[src/rtl/wave_table_writer_if.sv]
// Write port bundle between the wave table writer and the wave table RAM.
// The writer drives address, data and request; the RAM side answers with ready.
interface wave_table_writer_if #(
  parameter int unsigned ADDR_W = 7,
  parameter int unsigned DATA_W = 16
) ();
  logic              wr_en;
  logic [ADDR_W-1:0] wr_addr;
  logic [DATA_W-1:0] wr_data;
  logic              wr_ready;

  modport master (
    output wr_en,
    output wr_addr,
    output wr_data,
    input  wr_ready
  );

  modport slave (
    input  wr_en,
    input  wr_addr,
    input  wr_data,
    output wr_ready
  );
endinterface

[src/rtl/wave_table_writer.sv]
// Fills one period of a triangle, sawtooth, square or clear pattern into a wave table RAM,
// one entry per accepted write, under a start/busy/done handshake.
module wave_table_writer #(
  parameter int unsigned ADDR_W = 7,
  parameter int unsigned DATA_W = 16
) (
  input  logic                       clk,
  input  logic                       reset,
  input  logic                       start,
  input  logic [1:0]                 wave_sel,
  input  logic [3:0]                 atten,
  wave_table_writer_if.master        wr,
  output logic                       busy,
  output logic                       done
);

  typedef enum logic [1:0] {StIdle, StWrite, StDone} state_e;

  localparam logic [ADDR_W-1:0] LastAddr = '1;

  state_e            state_q, state_d;
  logic [1:0]        sel_q, sel_d;
  logic [3:0]        atten_q, atten_d;
  logic [ADDR_W-1:0] addr_q, addr_d, addr_inc;
  logic [DATA_W-1:0] data_q, data_d;
  logic              wr_en_q, wr_en_d;
  logic              busy_q, busy_d;
  logic              done_q, done_d;
  logic              accept;
  logic              last;

  // Upper half of the triangle folds back via ~a, which equals D-1-a in ADDR_W bits.
  function automatic logic [DATA_W-1:0] sample(input logic [ADDR_W-1:0] a,
                                               input logic [1:0]        sel,
                                               input logic [3:0]        sh);
    logic [DATA_W-1:0] raw;
    logic [ADDR_W-1:0] fold;
    fold = a[ADDR_W-1] ? ~a : a;
    unique case (sel)
      2'd0:    raw = DATA_W'(fold) << (DATA_W - ADDR_W + 1);
      2'd1:    raw = DATA_W'(a) << (DATA_W - ADDR_W);
      2'd2:    raw = a[ADDR_W-1] ? '0 : '1;
      default: raw = '0;
    endcase
    return raw >> sh;
  endfunction

  assign addr_inc = addr_q + ADDR_W'(1);
  assign accept   = wr_en_q && wr.wr_ready;
  assign last     = (addr_q == LastAddr);

  always_ff @(posedge clk or negedge reset) begin
    if (!reset) begin
      state_q <= StIdle;
    end else begin
      state_q <= state_d;
    end
  end

  always_comb begin
    state_d = state_q;
    unique case (state_q)
      StIdle:  if (start) state_d = StWrite;
      StWrite: if (accept && last) state_d = StDone;
      StDone:  state_d = StIdle;
      default: state_d = StIdle;
    endcase
  end

  // Next values of the registered outputs; acceptance advances to the next entry on the same edge.
  always_comb begin
    sel_d   = sel_q;
    atten_d = atten_q;
    addr_d  = addr_q;
    data_d  = data_q;
    wr_en_d = 1'b0;
    busy_d  = 1'b0;
    done_d  = 1'b0;
    unique case (state_q)
      StIdle: begin
        if (start) begin
          sel_d   = wave_sel;
          atten_d = atten;
          addr_d  = '0;
          data_d  = sample('0, wave_sel, atten);
          wr_en_d = 1'b1;
          busy_d  = 1'b1;
        end
      end
      StWrite: begin
        wr_en_d = 1'b1;
        busy_d  = 1'b1;
        if (accept) begin
          if (last) begin
            wr_en_d = 1'b0;
            busy_d  = 1'b0;
            done_d  = 1'b1;
            addr_d  = '0;
            data_d  = '0;
          end else begin
            addr_d = addr_inc;
            data_d = sample(addr_inc, sel_q, atten_q);
          end
        end
      end
      default: ;
    endcase
  end

  always_ff @(posedge clk or negedge reset) begin
    if (!reset) begin
      sel_q   <= '0;
      atten_q <= '0;
      addr_q  <= '0;
      data_q  <= '0;
      wr_en_q <= 1'b0;
      busy_q  <= 1'b0;
      done_q  <= 1'b0;
    end else begin
      sel_q   <= sel_d;
      atten_q <= atten_d;
      addr_q  <= addr_d;
      data_q  <= data_d;
      wr_en_q <= wr_en_d;
      busy_q  <= busy_d;
      done_q  <= done_d;
    end
  end

  assign wr.wr_en   = wr_en_q;
  assign wr.wr_addr = addr_q;
  assign wr.wr_data = data_q;
  assign busy       = busy_q;
  assign done       = done_q;

endmodule

[src/flat_wrapper.sv]
// flat-port wrapper written by rule: the top's interface ports become plain ports
module wave_table_writer_flat 
#(
  parameter int unsigned ADDR_W = 7,
  parameter int unsigned DATA_W = 16
)
  (clk, reset, start, wave_sel, atten, busy, done, wr_wr_en, wr_wr_addr, wr_wr_data, wr_wr_ready);
  wave_table_writer_if #(.ADDR_W(ADDR_W), .DATA_W(DATA_W)) wr_i ();
  input  logic clk;
  input  logic reset;
  input  logic start;
  input  logic [1:0] wave_sel;
  input  logic [3:0] atten;
  output logic busy;
  output logic done;
  output wire logic [$bits(wr_i.wr_en)-1:0] wr_wr_en;
  output wire logic [$bits(wr_i.wr_addr)-1:0] wr_wr_addr;
  output wire logic [$bits(wr_i.wr_data)-1:0] wr_wr_data;
  input wire logic [$bits(wr_i.wr_ready)-1:0] wr_wr_ready;
  assign wr_wr_en = wr_i.wr_en;
  assign wr_wr_addr = wr_i.wr_addr;
  assign wr_wr_data = wr_i.wr_data;
  assign wr_i.wr_ready = wr_wr_ready;
  wave_table_writer #(.ADDR_W(ADDR_W), .DATA_W(DATA_W)) u_core (.clk(clk), .reset(reset), .start(start), .wave_sel(wave_sel), .atten(atten), .wr(wr_i), .busy(busy), .done(done));
endmodule
[config.mk]
export PLATFORM = sky130hd
export DESIGN_NAME = wave_table_writer_flat
export DESIGN_NICKNAME = d
export VERILOG_FILES = /design/src/rtl/wave_table_writer_if.sv /design/src/rtl/wave_table_writer.sv /design/src/flat_wrapper.sv
export SDC_FILE = /design/constraint.sdc
export NUM_CORES = 1
export LEC_CHECK = 0
export CORE_ASPECT_RATIO = 0.7
export CORE_MARGIN = 4
export CORE_UTILIZATION = 50
export CTS_BUF_LIST = sky130_fd_sc_hd__clkbuf_16
export CTS_CLUSTER_SIZE = 40
export DETAILED_ROUTE_END_ITERATION = 8
export PLACE_DENSITY_LB_ADDON = 0.08
export SLEW_MARGIN = 10
export SYNTH_ARGS = -nofsm -noshare
export SYNTH_HDL_FRONTEND = slang
export SYNTH_SLANG_ARGS = --single-unit
[constraint.sdc]
create_clock -name clk -period 3.7 [get_ports clk]
set_clock_uncertainty 0.1 [all_clocks]
set_input_delay 0.925 -clock clk [delete_from_list [all_inputs] [get_ports clk]]
set_output_delay 0.925 -clock clk [all_outputs]
set_load 0.02 [all_outputs]
# Yosys cells after proc, flatten, opt, wreduce, memory -nomap -nowiden
# Cells that the tools add are included.
word_totals:
  ff_bits: 33
  elab_cells: 54
op_classes:
  n_addsub: 1
  n_eq_ne: 8
  shifts: 2
  mux: 27
  n_bitwise: 1
  n_reduce_logical: 8
op_table:
  columns: ["op", "n"]
  rows:
  - ["16-bit two-way mux", 10]
  - ["16-bit one-hot mux with 3 select lines", 1]
  - ["16-bit one-hot mux with 2 select lines", 1]
  - ["16-bit by 4-bit right shift with 16-bit output", 2]
  - ["7-bit two-way mux", 3]
  - ["7-bit one-hot mux with 2 select lines", 1]
  - ["7-bit by 1-bit adder with 7-bit output (second input constant)", 1]
  - ["7-bit equality test (second input constant)", 1]
  - ["1-bit two-way mux", 6]
  - ["6-bit two-way mux", 1]
  - ["6-bit NOT", 1]
  - ["2-bit by 1-bit equality test with 1-bit output (second input constant)", 2]
  - ["2-bit equality test (second input constant)", 2]
  - ["2-bit logical NOT", 2]
  - ["2-bit two-way mux", 2]
  - ["2-bit by 1-bit != test with 1-bit output (second input constant)", 2]
  - ["2-bit one-hot mux with 2 select lines", 1]
  - ["2-bit AND reduction", 2]
  - ["3-bit AND reduction", 1]
  - ["1-bit logical AND", 2]
  - ["2-bit != test (second input constant)", 1]
  - ["1-bit one-hot mux with 2 select lines", 1]
  - ["2-bit nonzero test", 1]

# Longest topological paths before layout
depth:
  depth_word: 11
  depth_mapped: 10
  mapped_depth_nobuf: 8

# Worst setup path after synthesis
# OpenSTA, ideal clock, no wires.
synth_path:
  path_kind: "reg-to-reg"
  from: "register u_core.addr_q[1], in the netlist u_core.wr.wr_addr[1]"
  to: "register u_core.data_q[0], in the netlist u_core.wr.wr_data[0]"
  setup_time_ns: 0.128
  arrival_ns: 2.394
  required_ns: 3.472
  setup_slack_ns: 1.078
  path_stages_with_launch: 10
  path_buffers: 1
  period_less_slack_ns: 2.622
  cell_sequence: "dfrtp_1 -> ha_1 -> and3_1 -> buf_6 -> xnor2_1 -> nor2_1 -> a311o_1 -> mux4_2 -> a22oi_1 -> o31ai_1"
synth_between:
  elab_chain_len: 11
synth_lines:
  columns: ["item", "line_no", "text"]
  rows:
  - ["from (decl)", "wave_table_writer.sv:24", "logic [ADDR_W-1:0] addr_q, addr_d, addr_inc;"]
  - ["from (signal assigned)", "wave_table_writer.sv:122", "addr_q <= addr_d;"]
  - ["7-bit by 1-bit adder with 7-bit output", "wave_table_writer.sv:48", "assign addr_inc = addr_q + ADDR_W'(1);"]
  - ["6-bit NOT", "wave_table_writer.sv:38", "fold = a[ADDR_W-1] ? ~a : a;"]
  - ["6-bit two-way mux", "wave_table_writer.sv:38", null]
  - ["16-bit one-hot mux with 3 select lines", "wave_table_writer.sv:39", "unique case (sel)"]
  - ["16-bit two-way mux", "wave_table_writer.sv:94", "if (last) begin"]
  - ["16-bit two-way mux", "wave_table_writer.sv:93", "if (accept) begin"]
  - ["16-bit two-way mux", "wave_table_writer.sv:79", "unique case (state_q)"]
  - ["16-bit by 4-bit right shift with 16-bit output", "wave_table_writer.sv:45", "return raw >> sh;"]
  - ["16-bit two-way mux *", "wave_table_writer.sv:94", null]
  - ["16-bit two-way mux *", "wave_table_writer.sv:93", null]
  - ["16-bit one-hot mux with 2 select lines *", "wave_table_writer.sv:79", null]
  - ["to (signal assigned)", "wave_table_writer.sv:123", "data_q <= data_d;"]
  - ["to (decl)", "wave_table_writer.sv:25", "logic [DATA_W-1:0] data_q, data_d;"]
# Every way passes the cells marked *; elsewhere a longest branch is shown, timed or not. The select of a mux whose other input is x is not followed.
# A chain may end at the register's enable or synchronous reset.

# Worst setup path in the final report
layout_path:
  from: "register u_core.addr_q[0], in the netlist u_core.wr.wr_addr[0]"
  to: "register u_core.data_q[7], in the netlist u_core.wr.wr_data[7]"
# Same word-level chain as after synthesis.

==> impl_metrics.csv <==
group,metric,value,unit
final_layout,final_cells,414,
clock_network,cts_hold_buf,0,
synth,synth_cell_types,64,
placed_design,post-place-ws,0.723,ns
route,drc,0,
synth,synthTopCellsByArea,"dfrtp_1 (32%), nand2_1 (5.7%), nor2_1 (5.1%), a21oi_1 (4.9%), o21ai_0 (4.5%)",
synth,ys_ff_latch,33,
synth,synth_fp_nets,329,
clock_network,clock_path_buffers,2,
synth,synth.avg_cell_area,8.07,um2
synth,synth_area_leader_cell,"dfrtp_1",
floorplan,fp.dieH,68.0,um
synth,synthXorXnorAreaFrac,0.0234,
synth,synth_mux_area_frac,0.0551,
critical_path,crit_type,"reg -> reg",
timing,rsz0062_at_grt,"no",
clock_network,clk_pin_slew,0.05,ns
clock_network,cts_buffers,5,
synth,ys_async_sr_fraction,1.00,
route,via_per_inst,6.42,
global_route,grt_pass1_vias,2362,
timing,fin_setup_tns,0,ns
synth,synth_top_family_by_area,"compound AO/OA/AOI/OAI gates",
global_route,grt_usage,0.257,
placed_design,dp_hpwl,5560,um
final_layout,diodes,0,
timing,timing.hold.ws,0.376,ns
synth,synth_top_area_frac,0.322,
clock_network,root_buffer,"clkbuf_16",
placed_design,placed_cells,406,
pwr,p_leak,1.19,nW
route,initialDrtViolationCount,290,
final_layout,drive_gt1_frac,0.0899,
route,antenna_left,0,
route,wirelength,7680,um
synth,syn_area,2570,um2
floorplan,io_pins,36,
global_route,grt_max_degree,34,
pwr,peakVddDrop,0.000401,V
pwr,powerDensity,807,nW/um2
critical_path,startpoint_type,"register",
route,avgRoutedWirePerCell,18.6,um
synth,synth_adder_area_share,0.00487,
timing,fmax,335,MHz
timing,finalSetupViolCount,0,
min_path,hold_end,"u_core.wr.wr_data[12]",
floorplan,fp.dieArea,6360,um2
timing,period_needed,2.98,ns
min_path,min_path_type,"reg -> reg",
critical_path,r2r_slack,0.72,ns
synth,synth-edff-count,0,
clock_network,cts_sinks,33,
synth,synth_flop_cell,"dfrtp_1",
floorplan,initial_core_util,0.528,
critical_path,reg2reg_depth,8,
placed_design,placedInstanceArea,2940,um2
timing,finalHoldViolations,0,
clock_network,htreeDepth,2,
run_status,status,"finished, final reports clean",
run,drv_cap,0,
timing,maxSlewViolCount,0,
critical_path,rr_startpoint,"u_core.wr.wr_addr[0]",
critical_path,cp.required,3.79,ns
placed_design,gp_congestion,0.944,
timing,fin_ws,0.716,ns
final_layout,area_growth,20.8,%
synth,yosysWarnings,0,
global_route,grt_pass1_wl,12500,um
synth,netlist_instances,318,
clock_network,clk_latency,0.28,ns
critical_path,path_max_fanout,12,
floorplan,rows,21,
placed_design,port_buffers,35,
route,firstDrtPassIters,7,
min_path,min_from,"u_core.wr.wr_data[12]",
floorplan,core-area,4860,um2
final_layout,num-nets-final,355,
timing,relSlewSlack,0.615,
synth,yosys.area_share.simple,0.249,
clock_network,ctsResizeCount,0,
clock_network,postCtsSetupRepairBufs,0,
global_route,antenna_found_initial,0,
clock_network,cts_tree,"yes",
synth,synth_compound_area_frac,0.296,
timing,fin_crit_sh,0.806,
min_path,hold_depth,2,
critical_path,rr_endpoint,"u_core.wr.wr_data[7]",
synth,yosysSeqAreaShare,0.322,
global_route,overflow,0,
floorplan,die_w,93.7,um
final_layout,stdcell_area,3100,um2
timing,worst_pin_slew,0.577,ns
critical_path,cp.arrival,3.08,ns
route,via_count,2659,
critical_path,end_kind,"register",
==> power breakdown <==
| part | switching (mW) | internal, mW | leakage (nW) |
|---|---|---|---|
| Combinational | 0.790 | 0.574 | 0.696 |
| Sequential | 0.190 | 0.484 | 0.411 |
| Clock | 0.151 | 0.312 | 0.0826 |
==> state kept, by name, summed over array words and instances, names as in the netlist <==
signal / flops
u_core.sel_q: 2
u_core.wr.wr_en: 1
u_core.wr.wr_addr: 7
u_core.wr.wr_data: 16
u_core.state_q: 2
u_core.atten_q: 4
u_core.done: 1
==> stage by stage <==
stage | power [mW] | utilization
floorplan | 1.55 | -
global placement | 1.99 | 0.605
detailed placement | 1.99 | 0.605
CTS | 2.48 | 0.638
global route | 2.65 | 0.638
finish | 2.50 | 0.638
==> cell families after synthesis <==
kind of cell | after synthesis
xor gates and xnor gates | 6
DFF | 33
muxes | 10
and+or+nand+nor | 128
AOI/OAI and AO/OA | 111
adders and majority gates | 1
buffers and inverters | 29
==> worst max-delay path, cell delays in order, from the launching register on <==
cell and delay [ns]:
dfrtp_1 0.52, ha_1 0.37, and3_1 0.38, nand3_4 0.16, a21oi_1 0.28, a211oi_1 0.14
mux2_2 0.32, mux4_2 0.46, o22ai_1 0.17
==> layout by cell type (no fill, tap or decap), drive strengths merged, types with 4 or more instances in the layout <==
master	count
nand2	39
inv	9
o31ai	5
clkdlybuf4s50	35
mux2i	4
o211ai	5
or3	7
nor3	9
nand2b	10
and2	4
nand3	11
a21o	5
o21ai	25
o22ai	8
buf	4
clkbuf	5
a31oi	5
dfrtp	33
xnor2	4
a21oi	26
nor2	36
==> layer usage <==
metal,wire (um),GRT usage,up-vias
met4,102,0.0649,0
met5,0,0,-
met1,3550,0.382,1240
li1,-,-,1230
met2,3100,0.362,175
met3,929,0.0747,14
==> worst max-delay path by stage <==
| stage | startpoint | endpoint | slack [ns] | cells past startpoint |
|---|---|---|---|---|
| after global routing | u_core.wr.wr_addr[0] | u_core.wr.wr_data[0] | 0.54 | 8 |
| after CTS | u_core.wr.wr_addr[0] | u_core.wr.wr_data[0] | 0.75 | 8 |
| after floorplan | u_core.wr.wr_addr[1] | u_core.wr.wr_data[0] | 1.08 | 9 |
| after global placement | wr_wr_ready | u_core.wr.wr_data[5] | 0.73 | 8 |
| final | u_core.wr.wr_addr[0] | u_core.wr.wr_data[7] | 0.72 | 8 |
| after detailed placement | wr_wr_ready | u_core.wr.wr_data[5] | 0.72 | 8 |
==> Yosys cell counts (all sizes together), types with 3 or more instances <==
| library cell | instances |
|---|---|
| a211oi | 3 |
| inv | 8 |
| xnor2 | 4 |
| clkbuf | 13 |
| and2 | 4 |
| dfrtp | 33 |
| mux4 | 3 |
| mux2 | 3 |
| a21oi | 26 |
| nor2 | 36 |
| nand2 | 39 |
| o21a | 3 |
| mux2i | 4 |
| buf | 7 |
| a21o | 5 |
| a32oi | 3 |
| o211ai | 5 |
| nand2b | 10 |
| nor3 | 9 |
| o21ai | 25 |
| or3 | 7 |
| nand3 | 11 |
| o22ai | 8 |
| a211o | 3 |
| o31ai | 5 |
| a31oi | 5 |
| nor2b | 3 |
| a311oi | 3 |
==> layout make-up <==
cell class                      instances  area [um2]
Clock buffer                            5         125
Clock inverter                          3        37.5
Fill cell                             428        1760
Inverter                                9        33.8
Multi-Input combinational cell        256        1610
Sequential cell                        33         826
Tap cell                               69        86.3
Timing Repair Buffer                   39         380
No activity file was read; power rests on OpenSTA's default activity.
